<file path="src/rtl/ecc_ladder_seq.sv">
// ---------------------------------------------------------------------------
// ecc_ladder_seq
//   Montgomery-ladder sequencer for GF(2^m) scalar multiplication.
//   Latches the scalar k on an accepted start and optionally scans past the
//   leading zeros. It then issues the INIT micro-ops, followed by one
//   SWAP / LADDER / UNSWAP round for every remaining key bit. Each round
//   issues 12 micro-ops (ADD/SQR/MUL) to an external field datapath and
//   register file, and brackets them with a conditional swap.
//
// Ports
//   clk, rst_n   clock, asynchronous active-low reset
//   start        1-cycle request, accepted only while busy=0
//   abort        synchronous abort, wins over everything (including start)
//   k            scalar, sampled on an accepted start
//   m_done       multiplier completion for the outstanding MUL
//   op_valid     1-cycle strobe qualifying op_code/op_src_a/op_src_b/op_dst
//   op_code      0 NOP, 1 ADD, 2 SQR, 3 MUL
//   op_src_a/b   register ids 0 X, 1 X1, 2 X2, 3 Z1, 4 Z2, 5 Z3
//   op_dst       destination register id
//   cswap        1-cycle strobe: conditional swap (X1,Z1)<->(X2,Z2)
//   cswap_bit    key bit that controls the swap (held between strobes)
//   bit_idx      index of the key bit being processed
//   busy         high from accepted start until completion/abort
//   ecc_done     1-cycle completion pulse
//   k_zero       valid with ecc_done: the scalar was all-zero
//
// Register-id 0 in src_b has two meanings. For ADD it is the constant zero,
// which makes ADD usable as a plain copy. For MUL it is the base coordinate X.
// ---------------------------------------------------------------------------
module ecc_ladder_seq #(
  parameter int K_W     = 163,
  parameter int CNT_W   = $clog2(K_W),
  parameter bit SKIP_LZ = 1'b1
) (
  input  logic             clk,
  input  logic             rst_n,
  input  logic             start,
  input  logic             abort,
  input  logic [K_W-1:0]   k,
  input  logic             m_done,
  output logic             op_valid,
  output logic [1:0]       op_code,
  output logic [2:0]       op_src_a,
  output logic [2:0]       op_src_b,
  output logic [2:0]       op_dst,
  output logic             cswap,
  output logic             cswap_bit,
  output logic [CNT_W-1:0] bit_idx,
  output logic             busy,
  output logic             ecc_done,
  output logic             k_zero
);

  localparam logic [1:0] OP_NOP = 2'd0;
  localparam logic [1:0] OP_ADD = 2'd1;
  localparam logic [1:0] OP_SQR = 2'd2;
  localparam logic [1:0] OP_MUL = 2'd3;

  localparam logic [2:0] R_X  = 3'd0;
  localparam logic [2:0] R_X1 = 3'd1;
  localparam logic [2:0] R_X2 = 3'd2;
  localparam logic [2:0] R_Z1 = 3'd3;
  localparam logic [2:0] R_Z2 = 3'd4;
  localparam logic [2:0] R_Z3 = 3'd5;
  localparam logic [2:0] R_NONE = 3'd0;

  localparam logic [CNT_W-1:0] TOP_IDX = CNT_W'(K_W - 1);
  localparam logic [CNT_W-1:0] IDX_ONE = CNT_W'(1);
  localparam logic [3:0]       INIT_LAST   = 4'd3;
  localparam logic [3:0]       LADDER_LAST = 4'd11;

  typedef enum logic [2:0] {
    S_IDLE   = 3'd0,
    S_SCAN   = 3'd1,
    S_INIT   = 3'd2,
    S_SWAP   = 3'd3,
    S_LADDER = 3'd4,
    S_UNSWAP = 3'd5,
    S_DONE   = 3'd6
  } state_t;

  // Micro-op word layout: {code[1:0], src_a[2:0], src_b[2:0], dst[2:0]}.
  function automatic logic [10:0] init_op(input logic [3:0] s);
    logic [10:0] w;
    case (s)
      4'd0:    w = {OP_ADD, R_X,  R_NONE, R_X1};  // X1 = X (copy via +0)
      4'd1:    w = {OP_SQR, R_X1, R_NONE, R_Z2};  // Z2 = X1^2
      4'd2:    w = {OP_SQR, R_Z2, R_NONE, R_X2};  // X2 = Z2^2
      4'd3:    w = {OP_ADD, R_X2, R_Z1,   R_X2};  // X2 = X2 + Z1
      default: w = {OP_NOP, R_NONE, R_NONE, R_NONE};
    endcase
    return w;
  endfunction

  function automatic logic [10:0] ladder_op(input logic [3:0] s);
    logic [10:0] w;
    case (s)
      4'd0:    w = {OP_MUL, R_X1, R_Z2,   R_X1};  // X1 = X1*Z2
      4'd1:    w = {OP_MUL, R_Z1, R_X2,   R_Z1};  // Z1 = Z1*X2
      4'd2:    w = {OP_SQR, R_X2, R_NONE, R_X2};  // X2 = X2^2
      4'd3:    w = {OP_SQR, R_Z2, R_NONE, R_Z3};  // Z3 = Z2^2
      4'd4:    w = {OP_MUL, R_Z3, R_X2,   R_Z2};  // Z2 = Z3*X2
      4'd5:    w = {OP_ADD, R_X2, R_Z3,   R_X2};  // X2 = X2 + Z3
      4'd6:    w = {OP_SQR, R_X2, R_NONE, R_X2};  // X2 = X2^2
      4'd7:    w = {OP_MUL, R_X1, R_Z1,   R_Z3};  // Z3 = X1*Z1
      4'd8:    w = {OP_ADD, R_X1, R_Z1,   R_Z1};  // Z1 = X1 + Z1
      4'd9:    w = {OP_SQR, R_Z1, R_NONE, R_Z1};  // Z1 = Z1^2
      4'd10:   w = {OP_MUL, R_Z1, R_X,    R_X1};  // X1 = Z1*X
      4'd11:   w = {OP_ADD, R_X1, R_Z3,   R_X1};  // X1 = X1 + Z3
      default: w = {OP_NOP, R_NONE, R_NONE, R_NONE};
    endcase
    return w;
  endfunction

  state_t           state;
  logic [K_W-1:0]   k_reg;
  logic [3:0]       step;      // op index inside INIT/LADDER, phase inside DONE
  logic             mul_wait;  // a MUL has been issued and awaits m_done
  logic             zero_r;    // scan ran off bit 0 without finding a 1
  logic [10:0]      cur_op_s;
  logic             cur_is_mul_s;

  // Select the micro-op word for the current step.
  always_comb begin
    cur_op_s = {OP_NOP, R_NONE, R_NONE, R_NONE};
    if (state == S_INIT) begin
      cur_op_s = init_op(step);
    end else begin
      cur_op_s = ladder_op(step);
    end
    cur_is_mul_s = (cur_op_s[10:9] == OP_MUL);
  end

  // Sequencer FSM with registered micro-op, swap and status outputs.
  always_ff @(posedge clk or negedge rst_n) begin
    if (!rst_n) begin
      state     <= S_IDLE;
      k_reg     <= '0;
      step      <= 4'd0;
      mul_wait  <= 1'b0;
      zero_r    <= 1'b0;
      op_valid  <= 1'b0;
      op_code   <= OP_NOP;
      op_src_a  <= R_NONE;
      op_src_b  <= R_NONE;
      op_dst    <= R_NONE;
      cswap     <= 1'b0;
      cswap_bit <= 1'b0;
      bit_idx   <= '0;
      busy      <= 1'b0;
      ecc_done  <= 1'b0;
      k_zero    <= 1'b0;
    end else begin
      // Strobes are single-cycle; fields read as NOP when not valid.
      op_valid <= 1'b0;
      op_code  <= OP_NOP;
      op_src_a <= R_NONE;
      op_src_b <= R_NONE;
      op_dst   <= R_NONE;
      cswap    <= 1'b0;
      ecc_done <= 1'b0;
      k_zero   <= 1'b0;

      if (abort) begin
        // Any outstanding MUL result is dropped because mul_wait is cleared.
        state    <= S_IDLE;
        step     <= 4'd0;
        mul_wait <= 1'b0;
        zero_r   <= 1'b0;
        busy     <= 1'b0;
      end else begin
        case (state)
          S_IDLE: begin
            if (start) begin
              k_reg    <= k;
              bit_idx  <= TOP_IDX;
              busy     <= 1'b1;
              zero_r   <= 1'b0;
              step     <= 4'd0;
              mul_wait <= 1'b0;
              state    <= SKIP_LZ ? S_SCAN : S_INIT;
            end
          end

          S_SCAN: begin
            if (k_reg[bit_idx]) begin
              state <= S_INIT;
              step  <= 4'd0;
            end else if (bit_idx == '0) begin
              zero_r <= 1'b1;
              state  <= S_DONE;
              step   <= 4'd0;
            end else begin
              bit_idx <= bit_idx - IDX_ONE;
            end
          end

          S_INIT: begin
            op_valid <= 1'b1;
            {op_code, op_src_a, op_src_b, op_dst} <= cur_op_s;
            if (step == INIT_LAST) begin
              step <= 4'd0;
              if (bit_idx == '0) begin
                state <= S_DONE;
              end else begin
                bit_idx <= bit_idx - IDX_ONE;
                state   <= S_SWAP;
              end
            end else begin
              step <= step + 4'd1;
            end
          end

          S_SWAP: begin
            cswap     <= 1'b1;
            cswap_bit <= k_reg[bit_idx];
            step      <= 4'd0;
            state     <= S_LADDER;
          end

          S_LADDER: begin
            if (!mul_wait) begin
              op_valid <= 1'b1;
              {op_code, op_src_a, op_src_b, op_dst} <= cur_op_s;
              if (cur_is_mul_s) begin
                mul_wait <= 1'b1;
              end else if (step == LADDER_LAST) begin
                step  <= 4'd0;
                state <= S_UNSWAP;
              end else begin
                step <= step + 4'd1;
              end
            end else if (m_done && !op_valid) begin
              // A completion in the issue cycle itself is not a valid
              // response; the multiplier needs at least one cycle.
              mul_wait <= 1'b0;
              if (step == LADDER_LAST) begin
                step  <= 4'd0;
                state <= S_UNSWAP;
              end else begin
                step <= step + 4'd1;
              end
            end
          end

          S_UNSWAP: begin
            cswap <= 1'b1;
            step  <= 4'd0;
            if (bit_idx == '0) begin
              state <= S_DONE;
            end else begin
              bit_idx <= bit_idx - IDX_ONE;
              state   <= S_SWAP;
            end
          end

          S_DONE: begin
            // Phase 0 raises ecc_done; phase 1 drops busy one cycle later.
            if (step == 4'd0) begin
              ecc_done <= 1'b1;
              k_zero   <= zero_r;
              step     <= 4'd1;
            end else begin
              busy  <= 1'b0;
              step  <= 4'd0;
              state <= S_IDLE;
            end
          end

          default: begin
            state    <= S_IDLE;
            step     <= 4'd0;
            mul_wait <= 1'b0;
            busy     <= 1'b0;
          end
        endcase
      end
    end
  end

endmodule

</file>
<file path="config.mk">
export PLATFORM = sky130hd
export DESIGN_NAME = ecc_ladder_seq
export DESIGN_NICKNAME = d
export VERILOG_FILES = /design/src/rtl/ecc_ladder_seq.sv
export SDC_FILE = /design/constraint.sdc
export NUM_CORES = 1
export LEC_CHECK = 0
export CORE_MARGIN = 2
export CORE_UTILIZATION = 45
export CTS_CLUSTER_SIZE = 25
export DETAILED_ROUTE_END_ITERATION = 7
export PLACE_DENSITY = 0.83
export SYNTH_ARGS = -nofsm -noshare
export SYNTH_HDL_FRONTEND = slang
export SYNTH_SLANG_ARGS = --single-unit
</file>
<file path="constraint.sdc">
create_clock -name clk -period 2.7 [get_ports clk]
set_input_delay 0.54 -clock clk [delete_from_list [all_inputs] [get_ports clk]]
set_output_delay 0.54 -clock clk [all_outputs]
set_load 0.02 [all_outputs]
</file>
# After elaboration in Yosys (flattened, before gate mapping)
# Memory sizes are Yosys's and may differ from the RTL's.
# Cells that the tools add are included.
[totals]
romBits = 176
wordCells = 132
out_inout_bits = 25
n_memories = 1
in_bits = 168
ff_bits = 197
[classes]
n_reduce_logical = 18
n_lt_le_gt_ge = 1
n_addsub = 2
n_eq_ne = 24
bitwise = 1
muxes = 69
[mem_list]
columns = ["name", "words", "width", "read_ports", "rd_clocked_by_memory_dff", "write_ports", "line_no", "text"]
rows = [
  ["(no name shown)", 16, 11, 1, 0, 0, "97", "case (s)"],
]
[ops]
columns = ["cell", "n"]
rows = [
  ["$mux W3", 17],
  ["$pmux W11 S4", 1],
  ["$mux W4", 9],
  ["$mux W8", 4],
  ["$pmux W8 S4", 1],
  ["$mux W1", 23],
  ["$pmux W3 S7", 1],
  ["$pmux W4 S5", 1],
  ["$pmux W3 S2", 3],
  ["$ne A3 B3 Y1 const B", 4],
  ["$ne A4 B4 Y1 const B", 3],
  ["$mux W11", 1],
  ["$reduce_or A5 Y1", 2],
  ["$eq A3 B3 Y1 const B", 3],
  ["$lt A8 B9 Y1 const B", 1],
  ["$bmux W1 S8", 1],
  ["$eq A4 B2 Y1 const B", 2],
  ["$logic_not A8 Y1", 1],
  ["$reduce_and A4 Y1", 2],
  ["$sub A8 B1 Y8 const B", 1],
  ["$eq A3 B2 Y1 const B", 2],
  ["$ne A2 B1 Y1 const B", 3],
  ["$pmux W1 S3", 2],
  ["$reduce_and A3 Y1", 2],
  ["21 further kinds", 25],
]

# Logic depth before layout (Yosys ltp)
# Gate-level depths: netlist of the first run.
[logic_depth]
depth_word = 8
ltp_mapped = 12
mapped_depth_nobuf = 10

# Least setup slack after synthesis of the first run
# No wires, ideal clock.
[synth_path]
path_type = "reg-to-reg"
start = "register bit_idx[0]"
end = "register step[2]"
setup_ps = 128
slack_ps = -55
stages_incl_launch_ff = 10
path_buffers = 1
arrival_ps = 2628
cell_sequence = "dfrtp_1 > buf_6 > mux4_2 > mux2i_1 > nor3b_1 > or4_4 > nand3_1 > nand3_2 > o21ai_2 > mux2_1"
[synth_via]
elab_chain_len = 5
[synth_lines]
columns = ["item", "line_no", "text"]
rows = [
  ["from (decl)", "48", "output logic [CNT_W-1:0] bit_idx,"],
  ["from (signal assigned)", "194", "bit_idx <= bit_idx - IDX_ONE;"],
  ["from (signal assigned)", "206", "bit_idx <= bit_idx - IDX_ONE;"],
  ["from (signal assigned)", "252", "bit_idx <= bit_idx - IDX_ONE;"],
  ["$bmux W1 S8", "186", "if (k_reg[bit_idx]) begin"],
  ["$mux W1 (implied by the code)", "186", ""],
  ["$mux W4", "186", ""],
  ["$pmux W4 S5", "172", "case (state)"],
  ["$mux W4", "164", "if (abort) begin"],
  ["to (signal assigned)", "210", "step <= step + 4'd1;"],
  ["to (signal assigned)", "231", "step <= step + 4'd1;"],
  ["to (signal assigned)", "241", "step <= step + 4'd1;"],
  ["to (decl)", "117", "logic [3:0] step;"],
]
# Parallel ways exist; a longest one is shown, timed or not. The select of a mux whose other input is x is not followed.
# A chain may end at the register's enable or synchronous reset.

# Final worst setup path of the first run
[layout_path]
start = "register bit_idx[0]"
end = "register bit_idx[5]"
[layout_via]
elab_chain_len = 4
[layout_lines]
columns = ["item", "line_no"]
rows = [
  ["$bmux W1 S8 (tied with other cells)", "186"],
  ["$mux W1 (implied by the code) / $mux W8 (equally long branches)", "n/a"],
  ["$ne A2 B2 Y1 (no source line) (tied with other cells)", "n/a"],
  ["$reduce_and A5 Y1 (no source line) / $pmux W8 S4 (equally long branches)", "n/a"],
]
# Parallel ways exist; a longest one is shown, timed or not. The select of a mux whose other input is x is not followed.

==> results of run 1 <==
[cell usage in the layout, fill, tap and decap left out, types with 3 or more instances in the layout]
cell	netlist	layout
nand3_4	0	4
o21ai_0	16	16
ha_1	7	7
nor2b_1	9	9
clkinvlp_4	0	5
or3_1	3	3
a211oi_1	3	3
inv_1	10	10
nand3_1	16	12
a22oi_1	9	7
clkbuf_8	0	3
nand4_1	3	3
a21oi_1	31	31
mux2_2	6	6
and2_1	3	3
mux2_4	0	3
buf_12	2	7
inv_6	0	4
o211ai_1	3	3
nor2_1	32	30
mux4_1	5	3
o22ai_1	5	5
mux2i_1	25	25
clkbuf_16	0	17
buf_4	2	52
buf_6	2	4
clkdlybuf4s50_1	0	191
a21o_1	3	3
nor3_1	14	14
dfrtp_1	197	195
nand2_1	524	523
mux4_2	23	25
nand2b_1	6	6
[path summary, 6_finish.rpt]
kind	slack, ns	to	from
hold reg to reg	0.47	k_reg[18]	k_reg[18]
setup / recovery	-0.14	bit_idx[5]	bit_idx[0]
setup reg to reg	-0.14	bit_idx[5]	bit_idx[0]
hold / removal	0.1	k_reg[80]	rst_n
max in group asynchronous	1.77	bit_idx[0]	rst_n
min in group clk	0.47	k_reg[18]	k_reg[18]
[power groups by stage]
stage | Clock (mW) | Combinational (mW) | Sequential, mW
floorplan | 0 | 3.48 | 4.80
global placement | 0 | 4.84 | 5.09
detailed placement | 0 | 5.05 | 5.12
CTS | 2.60 | 5.32 | 5.07
global route | 2.74 | 6.11 | 5.23
finish | 2.58 | 5.58 | 5.11
[repair_timing]
action | CTS | global route
endpoints found under the setup margin | 11 | 17
pin swaps | 10 | 13
resized for setup | 12 | 20
gates cloned | 0 | 0
buffers inserted | 10 | 3
[per-layer routing]
metal / share of wire (%) / up-vias
met5: 0 / -
met4: 2.5 / 0
met3: 8.2 / 59
met2: 48 / 396
met1: 41 / 4074
li1: - / 3932
[worst reg2reg max path, stage by stage, from the launching register on]
cell	delay (ns)
dfrtp_4	0.52
buf_12	0.15
buf_6	0.11
mux4_2	0.40
mux2i_1	0.15
nor3_1	0.07
or4_4	0.55
nand4_4	0.16
nand2_4	0.07
or4b_1	0.50
nand3_1	0.09
[per-stage QoR]
| stage | worst slack (ns) | cells | power, mW |
|---|---|---|---|
| after floorplan | 0.01399 | 1068 | 8.286 |
| after global placement | -0.1324 | 1525 | 9.932 |
| after detailed placement | -0.1819 | 1525 | 10.17 |
| after CTS | -0.09483 | 1566 | 12.99 |
| after global routing | -0.2152 | 1568 | 14.08 |
| final | -0.1370 | 1568 | 13.27 |
[area by class of cell]
| cell class | instances | area (sq um) | area share (%) |
|---|---|---|---|
| sequential | 197 | 4935 | 38.23 |
| timing repair buffer | 256 | 2516 | 19.49 |
| clock inverter | 12 | 141.4 | 1.095 |
| tap | 275 | 344.1 | 2.666 |
| clock buffer | 20 | 456.7 | 3.538 |
| inverter | 12 | 45.04 | 0.3490 |
| multi-input combinational | 796 | 4469 | 34.63 |
[kinds of logic (layout without fill, tap and decap cells)]
group	count (synthesis)	after routing	synth area share, %
flops	197	197	51.34
simple gates	629	629	26.74
mux	64	64	10.66
fa+ha+maj	7	7	0.9121
compound gates	94	94	6.568
xor+xnor	2	2	0.1825
buf+inv	75	300	3.597
==> results.py, run 1 <==
metrics = {
    "die": {
        "start_util_pct": 45.82,
        "die_y_um": 150.1,
        "die_x_um": 150.1,
        "core_area_sq_mm": 0.02096,
        "rows": 53,
        "die_area_sq_mm": 0.02252,
        "ioPinCount": 193,
    },
    "setup_path": {
        "rr_worst_depth": 10,
        "startpoint_type": "flip-flop",
        "worstPathRequired_ns": 3.07,
        "critPathArrivalTime_ns": 3.20,
        "path_delay_family": "simple AND/OR/NAND/NOR gates",
        "cp_max_fo": 4,
        "critPathCaptureType": "flip-flop",
        "cp_cell_sequence": "buf_12, buf_6, mux4_2, mux2i_1, nor3_1, or4_4, nand4_4, nand2_4, or4b_1, nand3_1",
        "crit_cells": 10,
        "cp_num_buf_inv": 2,
        "path_class": "reg2reg",
        "slowest_stage": "or4_4",
        "max_stage_delay_ns": 0.55,
    },
    "finish": {
        "finalNetCount": 1455,
        "design_area_sq_mm": 0.01291,
        "drive_above_1_share_pct": 12.45,
        "syn2layout_area_growth_pct": 34.43,
        "diodes": 0,
        "fillers": 1663,
        "postLayoutCoreUtil_pct": 61.60,
        "largest_register_ffs": 163,
    },
    "timing": {
        "min_period_ns": 2.837,
        "tns_ns": -0.9816,
        "clock.fmax_mhz": 352.5,
        "final_max_slew_viol_count": 0,
        "fin_hold_ws_ns": 0.09594,
        "finalWorstSetupSlack_ns": -0.1370,
        "slew-limit-headroom_pct": 49.80,
        "rsz0062_at_grt": "true",
        "fin_crit_sh_pct": 105.1,
        "finClkSkew_ns": 0.01316,
        "finalHoldViolations": 0,
        "setup_viol": 11,
        "tightest_slew_ns": 0.7473,
    },
    "route": {
        "avgRoutedWirePerCell_um": 17.64,
        "route.detailed.drc": 0,
        "routed_wl_um": 27660,
        "via_count": 8461,
        "firstDrtPassIters": 6,
        "ant_nets": 0,
        "viasPerCell": 5.396,
        "first_iter_violations": 746,
    },
    "power_and_ir_drop": {
        "power_density_mw_per_mm2": 1028,
        "swShare_pct": 38.10,
        "switching_power_mw": 5.054,
        "pwr-share-seq_pct": 38.5,
        "p_leak_nw": 6.147,
        "combinationalPowerShare_pct": 42.1,
        "pwr-share-clk_pct": 19.4,
        "peakVddDrop_uv": 512.3,
        "power.internal_mw": 8.213,
    },
    "grt": {
        "grt_pass1_wl_um": 43900,
        "grt_use_met2_pct": 40.62,
        "overflow": 0,
        "grt_util_met1_pct": 34.15,
        "grt.met3_usage_pct": 5.823,
        "antenna_found_initial": 0,
        "grt_pass1_vias": 8456,
        "track_usage_pct": 25.26,
        "grt_start_max_net_pins": 100,
        "grt-busiest-layer": "met2",
    },
    "synthesis": {
        "synth.avg_cell_area_sq_um": 8.990,
        "synthArstFlopShare_pct": 100.0,
        "ys.flop_type": "dfrtp_1",
        "ys_seq_area_share_pct": 51.34,
        "synthTopCellsByCount": "nand2_1, dfrtp_1, clkbuf_1",
        "synth-edff-count": 0,
        "synth_top_area_share_pct": 51.34,
        "synthesis.nets": 1243,
        "netlist_top_cells_area": "dfrtp_1, nand2_1, mux4_2",
        "postSynthCellCount": 1068,
        "yosys_warnings": 0,
        "synthesis.area_sq_mm": 0.009602,
        "synthDistinctLibCells": 70,
        "synth.most_common_cell": "nand2_1",
        "synth_top_area_cell": "dfrtp_1",
        "synth-seq-cells": 197,
    },
    "clock_tree": {
        "insertion_delay_ns": 0.44,
        "cts_max_path_buffers": 2,
        "ctsRootBufferMaster": "clkbuf_16",
        "clock-sinks": 197,
        "htree_levels": 4,
        "hold_buffers": 0,
        "cts_buffers": 17,
        "cts_tree": "yes",
        "clk_pin_slew_ns": 0.07,
    },
    "placement": {
        "place_area_sq_mm": 0.01206,
        "place_congestion": 0.9538,
        "dp_hpwl_um": 19570,
        "portBuffers": 192,
    },
    "status": {
        "status": "complete, but fails checks",
        "violations": "negative setup slack",
    },
    "flow_run": {
        "cap_viol_max_count": 0,
    },
    "worst_hold_path": {
        "min_path_type": "in2async",
    },
}
(Power assumes the default switching activity.)
==> inputs of run 2 (changes only) <==
--- a/config.mk
+++ b/config.mk
@@ -9,7 +9,7 @@
 export CORE_UTILIZATION = 45
 export CTS_CLUSTER_SIZE = 25
 export DETAILED_ROUTE_END_ITERATION = 7
-export PLACE_DENSITY = 0.83
+export PLACE_DENSITY = 0.8
 export SYNTH_ARGS = -nofsm -noshare
 export SYNTH_HDL_FRONTEND = slang
 export SYNTH_SLANG_ARGS = --single-unit
==> constraint.sdc (replaced) <==
create_clock -name clk -period 3 [get_ports clk]
set_input_delay 0.6 -clock clk [delete_from_list [all_inputs] [get_ports clk]]
set_output_delay 0.6 -clock clk [all_outputs]
set_load 0.02 [all_outputs]
==> run 2 against run 1 <==
The flow now finishes without violations. Sequential share of layout area is 0.93 points higher. Core utilization shrank 1.5 points. Worst setup slack gained 0.20 ns. Power decreased by 13%. First-iteration DRC count is 14% lower. Critical endpoint is now step[1]. Clock-buffer cell count shrank 1. Global-route usage fell by 1.5 points. Largest power group is now sequential cells. Register-to-register slack better by 0.20 ns. Die area did not move. Clock power shrank 7%.
==> results.py, run 2 (synthesis gave the netlist of run 1 again) <==
metrics = {
    "placement": {
        "pre_cts_ws_ns": -0.02179,
        "portBuffers": 192,
        "place_congestion": 0.9263,
        "place_area_sq_mm": 0.01190,
        "dp_hpwl_um": 18590,
    },
    "worst_hold_path": {
        "min_path_type": "in2async",
    },
    "power_and_ir_drop": {
        "combinationalPowerShare_pct": 39.3,
        "peakVddDrop_uv": 490.9,
        "switching_power_mw": 4.294,
        "pwr-share-seq_pct": 39.8,
        "pwr-share-clk_pct": 21.0,
        "power.internal_mw": 7.219,
        "swShare_pct": 37.30,
        "p_leak_nw": 6.033,
        "power_density_mw_per_mm2": 913.6,
    },
    "grt": {
        "antenna_found_initial": 0,
        "track_usage_pct": 23.74,
        "grt_pass1_vias": 8081,
        "grt_pass1_wl_um": 41500,
        "grt_start_max_net_pins": 89,
        "overflow": 0,
    },
    "die": {
        "die_area_sq_mm": 0.02252,
        "start_util_pct": 45.82,
        "core_area_sq_mm": 0.02096,
        "rows": 53,
        "ioPinCount": 193,
        "die_y_um": 150.1,
        "die_x_um": 150.1,
    },
    "timing": {
        "final_max_slew_viol_count": 0,
        "finalHoldViolations": 0,
        "finClkSkew_ns": 0.01046,
        "setup_viol": 0,
        "slew-limit-headroom_pct": 47.37,
        "fin_crit_sh_pct": 97.79,
        "finalWorstSetupSlack_ns": 0.06636,
        "tns_ns": 0,
        "clock.fmax_mhz": 340.9,
        "rsz0062_at_grt": "true",
        "min_period_ns": 2.934,
        "tightest_slew_ns": 0.7834,
    },
    "route": {
        "via_count": 8178,
        "route.detailed.drc": 0,
        "routed_wl_um": 25920,
        "viasPerCell": 5.307,
        "firstDrtPassIters": 5,
        "avgRoutedWirePerCell_um": 16.82,
        "first_iter_violations": 639,
        "ant_nets": 0,
    },
    "finish": {
        "finalNetCount": 1428,
        "final_common_cell": "nand2_1",
        "design_area_sq_mm": 0.01260,
        "postLayoutCoreUtil_pct": 60.14,
        "syn2layout_area_growth_pct": 31.25,
        "drive_above_1_share_pct": 9.558,
        "largest_register_ffs": 163,
        "diodes": 0,
        "fillers": 1732,
        "final_cell_mix": "nand2_1, dfrtp_1, clkdlybuf4s50_1",
    },
    "clock_tree": {
        "clk_pin_slew_ns": 0.07,
        "cts_tree": "yes",
        "cts_max_path_buffers": 2,
        "cts_buffers": 17,
        "htree_levels": 4,
        "clock-sinks": 197,
        "insertion_delay_ns": 0.43,
        "ctsRootBufferMaster": "clkbuf_16",
    },
    "setup_path": {
        "r2r-end": "step[1]",
        "rr_worst_depth": 9,
        "critPathArrivalTime_ns": 3.24,
        "cp_max_fo": 6,
        "path_class": "reg2reg",
        "worstPathRequired_ns": 3.31,
        "critPathCaptureType": "flip-flop",
        "r2r-start": "bit_idx[0]",
        "startpoint_type": "flip-flop",
        "r2r_slack_ns": 0.07,
    },
    "status": {
        "status": "finished clean",
    },
    "flow_run": {
        "cap_viol_max_count": 0,
    },
}
[run 2: changes by cell type in the layout (fill, tap and decap cells not counted), moves of 3 or more]
cell,before,now
buf_4,52,30
clkinv_2,0,3
buf_6,4,1
clkinvlp_4,5,0
mux2_4,3,0
mux2_1,2,5
[run 2: area by class of cell]
class	instances	area, sq um	area share (%)
sequential	197	4935	39.16
multi-input combinational	796	4374	34.71
timing repair buffer	229	2282	18.11
clock buffer	19	452.9	3.594
tap	275	344.1	2.730
clock inverter	13	168.9	1.340
inverter	12	45.04	0.3574
[run 2: per-layer routing]
metal	up-vias	GRT usage [%]	part of all wire, %
met4	0	8.868	2.9
met3	50	3.841	5.1
met1	3943	31.30	42
met2	297	39.63	50
met5	-	0	0
li1	3888	-	-
[run 2: worst max path at each step]
stage	cells past startpoint	start	to	slack, ns
after floorplan	9	bit_idx[0]	step[2]	0.24
after global placement	9	bit_idx[0]	step[2]	0.06
after detailed placement	10	bit_idx[0]	step[2]	-0.02
after CTS	9	bit_idx[0]	step[1]	0.004
after global routing	10	bit_idx[0]	step[2]	0.02
final	9	bit_idx[0]	step[1]	0.07
[run 2: timing repair]
item                       in CTS  in global routing
setup endpoints to repair       3                  6
setup buffers                   0                  6
gates resized for setup         1                  6
pin swaps                       0                  1
hold buffers                    0                  0
[run 2: per-stage QoR]
step	instances	hold slack, ns	total power, mW
floorplan	1068	0.3044	7.455
global placement	1503	0.4504	8.793
detailed placement	1503	0.4558	8.970
CTS	1535	0.1571	11.43
global route	1541	0.1762	12.25
finish	1541	0.1349	11.51
[run 2: worst max-delay path, stage by stage (launching register included)]
cell	delay, ns
dfrtp_4	0.46
buf_4	0.17
mux4_1	0.56
a22oi_1	0.23
a311oi_1	0.14
or4_4	0.47
nand3_2	0.12
nand3_4	0.12
o21ai_4	0.22
mux2_1	0.34
[run 2: power by group through the flow]
stage | logic, mW | registers, mW | clock network (mW)
final | 4.52 | 4.58 | 2.41
after global routing | 5.01 | 4.70 | 2.54
after CTS | 4.40 | 4.60 | 2.43
after detailed placement | 4.36 | 4.61 | 0
after global placement | 4.20 | 4.59 | 0
after floorplan | 3.13 | 4.32 | 0
